## config.mk

```make
export PLATFORM = sky130hd
export DESIGN_NAME = multicycle_control
export DESIGN_NICKNAME = d
export VERILOG_FILES = /design/src/rtl/multicycle_control.sv
export SDC_FILE = /design/constraint.sdc
export NUM_CORES = 1
export LEC_CHECK = 0
export BUFFER_PORTS_ARGS = -buffer_cell sky130_fd_sc_hd__buf_4
export CORE_AREA = 3 3 78 80
export DETAILED_ROUTE_END_ITERATION = 10
export DIE_AREA = 0 0 81 83
export PLACE_DENSITY = 0.55
export SETUP_SLACK_MARGIN = 0.3
export SYNTH_ARGS = -nofsm -noshare
export SYNTH_HDL_FRONTEND = slang
export SYNTH_SLANG_ARGS = --single-unit
export TNS_END_PERCENT = 20
```

## constraint.sdc

```tcl
create_clock -name clk -period 2.6 [get_ports clk]
set_clock_uncertainty 0.2 [all_clocks]
set_input_delay 0.52 -clock clk [delete_from_list [all_inputs] [get_ports clk]]
set_output_delay 0.52 -clock clk [all_outputs]
set_load 0.01 [all_outputs]
```

## src/rtl/multicycle_control.sv

```systemverilog
// Multicycle instruction sequencer for the 16-bit CPU: walks each instruction through
// FETCH/DECODE/EXEC/MEM/WB, owns the memory wait timeout, and counts retired instructions.
//
//   state  | meaning
//   IDLE   | out of reset, waiting for run
//   FETCH  | instruction read from PC address
//   DECODE | opcode latched and classified
//   EXEC   | ALU op; branches/jumps resolve here
//   MEM    | data read (lw) or write (sw)
//   WB     | register file write-back
//   HALT   | stopped (halt, illegal opcode or bus error); run resumes
module multicycle_control #(
    parameter int OP_W     = 4,
    parameter int CNT_W    = 16,
    parameter int WAIT_MAX = 15
) (
    input  logic             clk,
    input  logic             rst,
    input  logic             run,
    input  logic [OP_W-1:0]  opcode,
    input  logic             mem_ready,
    input  logic             alu_zero,
    input  logic             alu_neg,
    output logic             ir_write,
    output logic             pc_write,
    output logic [1:0]       pc_src,
    output logic             mem_read,
    output logic             mem_write,
    output logic             mem_is_data,
    output logic             reg_dst,
    output logic             mem_to_reg,
    output logic             alu_src,
    output logic             reg_write,
    output logic [1:0]       alu_op,
    output logic             halted,
    output logic             illegal,
    output logic             bus_err,
    output logic [CNT_W-1:0] retired
);
    localparam logic [3:0] OP_ATYPE = 4'b0000;
    localparam logic [3:0] OP_LW    = 4'b1000;
    localparam logic [3:0] OP_SW    = 4'b1011;
    localparam logic [3:0] OP_BLT   = 4'b0100;
    localparam logic [3:0] OP_BGT   = 4'b0101;
    localparam logic [3:0] OP_BEQ   = 4'b0110;
    localparam logic [3:0] OP_JMP   = 4'b1100;
    localparam logic [3:0] OP_HALT  = 4'b1111;
    localparam logic [7:0] WAIT_LOAD = 8'(WAIT_MAX - 1);

    typedef enum logic [2:0] {
        S_IDLE, S_FETCH, S_DECODE, S_EXEC, S_MEM, S_WB, S_HALT
    } state_t;

    state_t           state, state_nxt;
    logic [3:0]       op_q;
    logic [3:0]       op_lo;
    logic             op_hi_zero;
    logic             op_legal;
    logic [7:0]       wait_cnt;
    logic             mem_wait;
    logic             timeout;
    logic             br_taken;
    logic             retire;
    logic             set_illegal, set_bus_err, clear_flags;
    logic             illegal_q, bus_err_q;
    logic [CNT_W-1:0] retired_q;

    assign op_lo      = opcode[3:0];
    assign op_hi_zero = (opcode >> 4) == '0;

    always_comb begin
        op_legal = 1'b0;
        if (op_hi_zero) begin
            case (op_lo)
                OP_ATYPE, OP_LW, OP_SW, OP_BLT, OP_BGT, OP_BEQ, OP_JMP, OP_HALT: op_legal = 1'b1;
                default: op_legal = 1'b0;
            endcase
        end
    end

    // Down-counter reloads whenever no wait is in progress; hitting zero while
    // still waiting is the WAIT_MAX-th cycle without mem_ready.
    assign mem_wait = ((state == S_FETCH) || (state == S_MEM)) && !mem_ready;
    assign timeout  = mem_wait && (wait_cnt == 8'd0);

    always_comb begin
        case (op_q)
            OP_BLT:  br_taken = alu_neg;
            OP_BGT:  br_taken = !alu_neg && !alu_zero;
            OP_BEQ:  br_taken = alu_zero;
            default: br_taken = 1'b0;
        endcase
    end

    always_comb begin
        state_nxt   = state;
        ir_write    = 1'b0;
        pc_write    = 1'b0;
        pc_src      = 2'b00;
        mem_read    = 1'b0;
        mem_write   = 1'b0;
        mem_is_data = 1'b0;
        reg_dst     = 1'b0;
        mem_to_reg  = 1'b0;
        alu_src     = 1'b0;
        reg_write   = 1'b0;
        alu_op      = 2'b00;
        retire      = 1'b0;
        set_illegal = 1'b0;
        set_bus_err = 1'b0;
        clear_flags = 1'b0;
        case (state)
            S_IDLE: if (run) state_nxt = S_FETCH;
            S_FETCH: begin
                mem_read = 1'b1;
                if (mem_ready) begin
                    ir_write  = 1'b1;
                    pc_write  = 1'b1;
                    state_nxt = S_DECODE;
                end else if (timeout) begin
                    set_bus_err = 1'b1;
                    state_nxt   = S_HALT;
                end
            end
            S_DECODE: begin
                if (!op_legal) begin
                    set_illegal = 1'b1;
                    state_nxt   = S_HALT;
                end else if (op_lo == OP_HALT) begin
                    state_nxt = S_HALT;
                end else begin
                    state_nxt = S_EXEC;
                end
            end
            S_EXEC: begin
                case (op_q)
                    OP_ATYPE: state_nxt = S_WB;
                    OP_LW, OP_SW: begin
                        alu_op    = 2'b10;
                        alu_src   = 1'b1;
                        state_nxt = S_MEM;
                    end
                    OP_BLT, OP_BGT, OP_BEQ: begin
                        alu_op    = 2'b01;
                        pc_write  = br_taken;
                        pc_src    = br_taken ? 2'b01 : 2'b00;
                        retire    = 1'b1;
                        state_nxt = S_FETCH;
                    end
                    OP_JMP: begin
                        pc_write  = 1'b1;
                        pc_src    = 2'b10;
                        retire    = 1'b1;
                        state_nxt = S_FETCH;
                    end
                    default: state_nxt = S_IDLE;
                endcase
            end
            S_MEM: begin
                mem_is_data = 1'b1;
                mem_read    = (op_q == OP_LW);
                mem_write   = (op_q == OP_SW);
                if (mem_ready) begin
                    retire    = (op_q == OP_SW);
                    state_nxt = (op_q == OP_LW) ? S_WB : S_FETCH;
                end else if (timeout) begin
                    set_bus_err = 1'b1;
                    state_nxt   = S_HALT;
                end
            end
            S_WB: begin
                reg_write  = 1'b1;
                reg_dst    = (op_q == OP_ATYPE);
                mem_to_reg = (op_q != OP_ATYPE);
                retire     = 1'b1;
                state_nxt  = S_FETCH;
            end
            S_HALT: begin
                if (run) begin
                    clear_flags = 1'b1;
                    state_nxt   = S_FETCH;
                end
            end
            default: state_nxt = S_IDLE;
        endcase
    end

    always_ff @(posedge clk) begin
        if (rst) begin
            state     <= S_IDLE;
            op_q      <= 4'b0000;
            wait_cnt  <= WAIT_LOAD;
            illegal_q <= 1'b0;
            bus_err_q <= 1'b0;
            retired_q <= '0;
        end else begin
            state    <= state_nxt;
            wait_cnt <= (mem_wait && !timeout) ? wait_cnt - 8'd1 : WAIT_LOAD;
            if (state == S_DECODE) op_q <= op_lo;
            if (clear_flags) begin
                illegal_q <= 1'b0;
                bus_err_q <= 1'b0;
            end else begin
                if (set_illegal) illegal_q <= 1'b1;
                if (set_bus_err) bus_err_q <= 1'b1;
            end
            if (retire) retired_q <= retired_q + CNT_W'(1);
        end
    end

    assign halted  = (state == S_HALT);
    assign illegal = illegal_q;
    assign bus_err = bus_err_q;
    assign retired = retired_q;
endmodule

```

==> results of run 1 <==
[synth_stat cells, types with 5 or more instances]
| library cell | n |
|---|---|
| ha_1 | 6 |
| nor3_1 | 9 |
| xor2_1 | 10 |
| nor2b_1 | 5 |
| o21ai_0 | 12 |
| or3_1 | 10 |
| nand2_1 | 16 |
| inv_1 | 10 |
| dfxtp_1 | 33 |
| nor2_1 | 35 |
| a21oi_1 | 16 |
| clkbuf_1 | 9 |
[cells by family (layout without fill, tap and decap cells)]
logic type	Yosys count	count (layout)	share of synthesized area, %
simple gates	105	105	29.4
compound gates	49	49	17.2
xor+xnor	13	13	6.01
flops	33	33	34.9
buf+inv	22	70	4.69
fa+ha+maj	8	8	5.09
mux	5	5	2.71
[path summary, 6_finish.rpt]
path / start / to / slack, ns / cells past startpoint
setup / recovery: op_q[3]$_SDFFE_PP0N_ / pc_write / 0.33 / 5
setup reg to reg: op_q[0]$_SDFFE_PP0N_ / retired[11]$_SDFFE_PP0P_ / 0.48 / 5
hold reg to reg: wait_cnt[0]$_SDFF_PP0_ / wait_cnt[0]$_SDFF_PP0_ / 0.25 / 1
hold / removal: wait_cnt[0]$_SDFF_PP0_ / wait_cnt[0]$_SDFF_PP0_ / 0.25 / 1
[sequential cells by signal (all words and copies together), names as in the netlist]
register  count
state         3
illegal       1
retired      16
wait_cnt      8
bus_err       1
op_q          4
[layer usage]
metal / vias to the layer above / routed length (um) / track usage [%]
li1: 922 / - / -
met1: 814 / 2000 / 17.7
met2: 42 / 2050 / 21.6
met3: 6 / 257 / 3.80
met4: 0 / 49 / 4.45
met5: - / 0 / 0
[critical path, stage by stage, from the launching register on]
cell,delay [ns]
dfxtp_1,0.38
buf_4,0.20
nor2_1,0.08
o21a_1,0.12
or3_1,0.34
buf_4,0.15
[power breakdown]
group	internal [W]	total, W	switching, W
Combinational	0.0000780	0.000163	0.0000850
Sequential	0.000516	0.000532	0.0000159
Clock	0.000210	0.000392	0.000182
[layout make-up]
cell class	instances	share of cell area, %
timing repair buffer	53	16.3
clock buffer	7	3.54
multi-input combinational	180	47.6
inverter	10	1.54
sequential	33	27.3
tap	72	3.69
[through the flow]
step / power (W) / utilization (%)
6_report: 0.00109 / 44.6
5_1_grt: 0.00114 / 44.6
4_1_cts: 0.00110 / 44.2
3_5_place_dp: 0.000702 / 41.8
3_3_place_gp: 0.000702 / 41.8
2_1_floorplan: 0.000642 / -
[cells in the final DEF, fill, tap and decap left out, types with 4 or more instances in the layout]
cell type and count:
clkbuf_8 6, nor2b_1 4, nand2_1 16, o21ai_0 12, ha_1 6, inv_1 10
xor2_1 10, nor2_1 35, a21oi_1 16, or3_1 10, nor3_1 9, buf_4 53
mux2i_1 4, nand4_1 4, nand3_1 4, dfxtp_1 30
[repair_timing]
action | CTS | global route
endpoints found under the setup margin | 5 | 7
hold endpoints to repair | 0 | 0
buffers inserted | 5 | 1
gates resized for setup | 4 | 3
pin swaps | 0 | 1
==> metrics, run 1 <==
Max-cap violations=0; Clk pin slew, worst setup/hold paths=0.07 ns; Post-Syn Nets=251; CTS tree=done; PD cells=446 nW/um^2; crit end category=output pin; minimum clock period=2.27 ns; period utilization=87.2%; Yosys top cell area share=34.9%; Place WS=0.367 ns; leakage power=0.982 nW; core box area=5470 um^2; multi-input logic area=1160 um^2; Vias=1784; CTS root buffer=clkbuf_8; placed cell area=2290 um^2; Routed Antenna Nets=0; Post-synth EDFFs=0; first-pass GRT wire length=7490 um; post-placement cell count=342; sum of negative setup slack=0 ns; Post-CTS Hold Buffers=0; H-tree depth=2; Fmax=441 MHz; DRC viols=0; status=completed; Non-Filler Instances=355; number of cell rows=27; Distinct cells, synth=49; Vias/cell=5.03; prevailing post-synth register cell=dfxtp_1; GPL Wtd Cong=0.801; die area=6720 um^2; final-report max-slew violation count=0; Ys Warns=0; clock sink total=33; clock tree buffer depth=2; final WL=4350 um; Syn Area/Cell=8.06 um^2; Max IR drop VDD=169 uV; register area share after synthesis=34.9%; headroom to the max-slew limit=68.2%; grt total ovfl=0; initial core utilization=34.6%; largest net degree at the start of global routing=28; Overall Global Routing Usage=13.6%; boundary pin count=42; Hold Path Class=flip-flop to flip-flop; vias in the first global route=1648; Worst-Margin Slew=0.474 ns; asr flop ratio synth=0%; DR iter-0 viols=71; Gate Count Post-Synth=235; post-detail-place hpwl=3170 um; layout cells sized above 1=25.8%; CP required=1.88 ns; FF+latch area=667 um^2; Hold Slack=0.247 ns; Worst Path Class, Setup=flip-flop to output pin; synthesized area=1890 um^2; leading area contributor after synthesis=dfxtp_1; Inserted Clock Buffers=5; TritonRoute pass-1 iters=4; Antenna Cells=0; die width=81 um; Worst Slack Setup Final=0.332 ns; Post-Layout Inst Area=2440 um^2; top cells by area in the synthesized netlist=dfxtp_1, nor2_1, xor2_1, a21oi_1, ha_1; area grow syn2layout=28.7%; input/output buffers=41; final setup fails=0; crit path DAT=1.55 ns; RSZ-0062 raised after global routing=yes; die height=83 um; crit path max fanout=10; latest clock arrival within the worst-skew pair=0.28 ns; wire length per cell=12.3 um; initial antenna violation count=0; FF+latch count, synth=33; final hold vios=0; FILL cells=560; nets=299; Setup crit start kind=flip-flop
No activity file was read; power rests on OpenSTA's default activity.
==> run 2: changes to the inputs <==
- CORE_AREA: 3 3 78 80 -> 2 2 77 79
- DIE_AREA: 0 0 81 83 -> 0 0 79 81
- REMOVE_ABC_BUFFERS: not set -> 1
==> metrics, run 2 (same netlist as run 1, synthesis figures left out) <==
R2R Setup Slk=0.50 ns; multi-input logic area=1150 um^2; nets=296; vias in the first global route=1590; input/output buffers=41; Post-Layout Inst Area=2450 um^2; crit path max fanout=6; initial antenna violation count=0; Worst Path Class, Setup=flip-flop to output pin; FILL cells=599; most frequent cells in the layout=buf_4, nor2_1, dfxtp_1; boundary pin count=42; crit end category=output pin; Routed Antenna Nets=0; area grow syn2layout=29.3%; Hold Path Class=flip-flop to flip-flop; sum of negative setup slack=0 ns; PD cells=487 nW/um^2; die width=79 um; Clk pin slew, worst setup/hold paths=0.07 ns; die height=81 um; Crit. Startpoint=op_q[1]$_SDFFE_PP0N_; initial core utilization=33.4%; Post-CTS Hold Buffers=0; CTS tree=done; largest net degree at the start of global routing=28; status=completed; RSZ-0062 raised after global routing=yes; headroom to the max-slew limit=68.0%; die area=6400 um^2; Internal=0.000904 W; layout cells sized above 1=25.3%; placed cell area=2270 um^2; Clock power frac=42.1%; clock sink total=33; period utilization=88.0%; final setup fails=0; Setup crit end=pc_write; max reg flops=16; clock tree buffer depth=2; Overall Global Routing Usage=13.9%; crit path DAT=1.57 ns; DRC viols=0; grt total ovfl=0; Setup crit start kind=flip-flop; minimum clock period=2.29 ns; Vias/cell=5.03; wire length per cell=12.1 um; Worst-Margin Slew=0.477 ns; CP required=1.88 ns; FF+latch area=674 um^2; R2R cell count=6; post-detail-place hpwl=3040 um; core box area=5680 um^2; Max IR drop VDD=208 uV; R2R Path Start=state[2]$_SDFFE_PP0P_; final-report max-slew violation count=0; CTS root buffer=clkbuf_8; final WL=4320 um; DR iter-0 viols=38; Comb power frac=12.5%; TritonRoute pass-1 iters=4; number of cell rows=28; Max-cap violations=0; latest clock arrival within the worst-skew pair=0.29 ns; first-pass GRT wire length=7070 um; Antenna Cells=0; sequential share of power=45.4%; commonest non-fill, non-tap cell in the layout=buf_4; switching power=0.000289 W; end of the worst register-to-register path=retired[12]$_SDFFE_PP0P_; Sw Ratio=24.2%; GPL Wtd Cong=0.818; H-tree depth=2; leakage power=0.985 nW; Vias=1790; Inserted Clock Buffers=5; final hold vios=0; Fmax=437 MHz
-- run 2: layout make-up --
| cell class | count | share of cell area, % |
|---|---|---|
| clock buffers | 7 | 3.52 |
| clock inverters | 1 | 1.23 |
| inverters | 10 | 1.53 |
| multi-input cells | 180 | 47.0 |
| flip-flops and latches | 33 | 27.5 |
| well taps | 75 | 3.83 |
| repair buffers | 50 | 15.3 |
-- run 2: how the worst min path moves through the flow --
stage	startpoint	to	slack, ns	cells past startpoint
3_3_place_gp	wait_cnt[0]$_SDFF_PP0_	wait_cnt[0]$_SDFF_PP0_	0.23	1
6_report	wait_cnt[0]$_SDFF_PP0_	wait_cnt[0]$_SDFF_PP0_	0.25	1
3_5_place_dp	wait_cnt[0]$_SDFF_PP0_	wait_cnt[0]$_SDFF_PP0_	0.25	1
2_1_floorplan	wait_cnt[0]$_SDFF_PP0_	wait_cnt[0]$_SDFF_PP0_	0.21	1
5_1_grt	wait_cnt[0]$_SDFF_PP0_	wait_cnt[0]$_SDFF_PP0_	0.28	1
4_1_cts	wait_cnt[0]$_SDFF_PP0_	wait_cnt[0]$_SDFF_PP0_	0.26	1
-- run 2: through the flow --
| step | hold WS [ns] | setup WS (ns) | std cells | util (%) | power, W |
|---|---|---|---|---|---|
| after global routing | 0.280 | 0.246 | 356 | 43.2 | 0.00126 |
| final | 0.253 | 0.313 | 356 | 43.2 | 0.00119 |
| after detailed placement | 0.250 | 0.253 | 342 | 39.9 | 0.000693 |
| after CTS | 0.258 | 0.258 | 351 | 42.4 | 0.00121 |
| after floorplan | 0.213 | 0.465 | 223 | - | 0.000631 |
| after global placement | 0.233 | 0.287 | 342 | 39.9 | 0.000692 |
-- run 2: what timing repair did --
item / 4_1_cts / 5_1_grt
pin swaps: 0 / 1
resized for setup: 8 / 2
setup buffers: 1 / 5
setup endpoints to repair: 11 / 4
-- run 2: critical path, cell delays in order (launching register included) --
cell	delay [ns]
dfxtp_4	0.38
mux2i_1	0.18
nor2_1	0.05
o21a_1	0.18
or3_1	0.34
buf_4	0.15
-- run 2: metal layers --
| metal | GRT usage, % | up-vias | share of wire (%) |
|---|---|---|---|
| li1 | - | 929 | - |
| met5 | 0 | - | 0 |
| met3 | 3.78 | 7 | 5.4 |
| met4 | 5.17 | 0 | 1.3 |
| met1 | 17.0 | 813 | 47 |
| met2 | 23.4 | 41 | 46 |
-- run 2: power by group through the flow --
stage | sequential (W) | clock [W] | combinational, W
2_1_floorplan | 0.000548 | 0 | 0.0000830
6_report | 0.000541 | 0.000502 | 0.000149
5_1_grt | 0.000543 | 0.000545 | 0.000168
4_1_cts | 0.000542 | 0.000523 | 0.000141
3_3_place_gp | 0.000553 | 0 | 0.000139
3_5_place_dp | 0.000554 | 0 | 0.000139
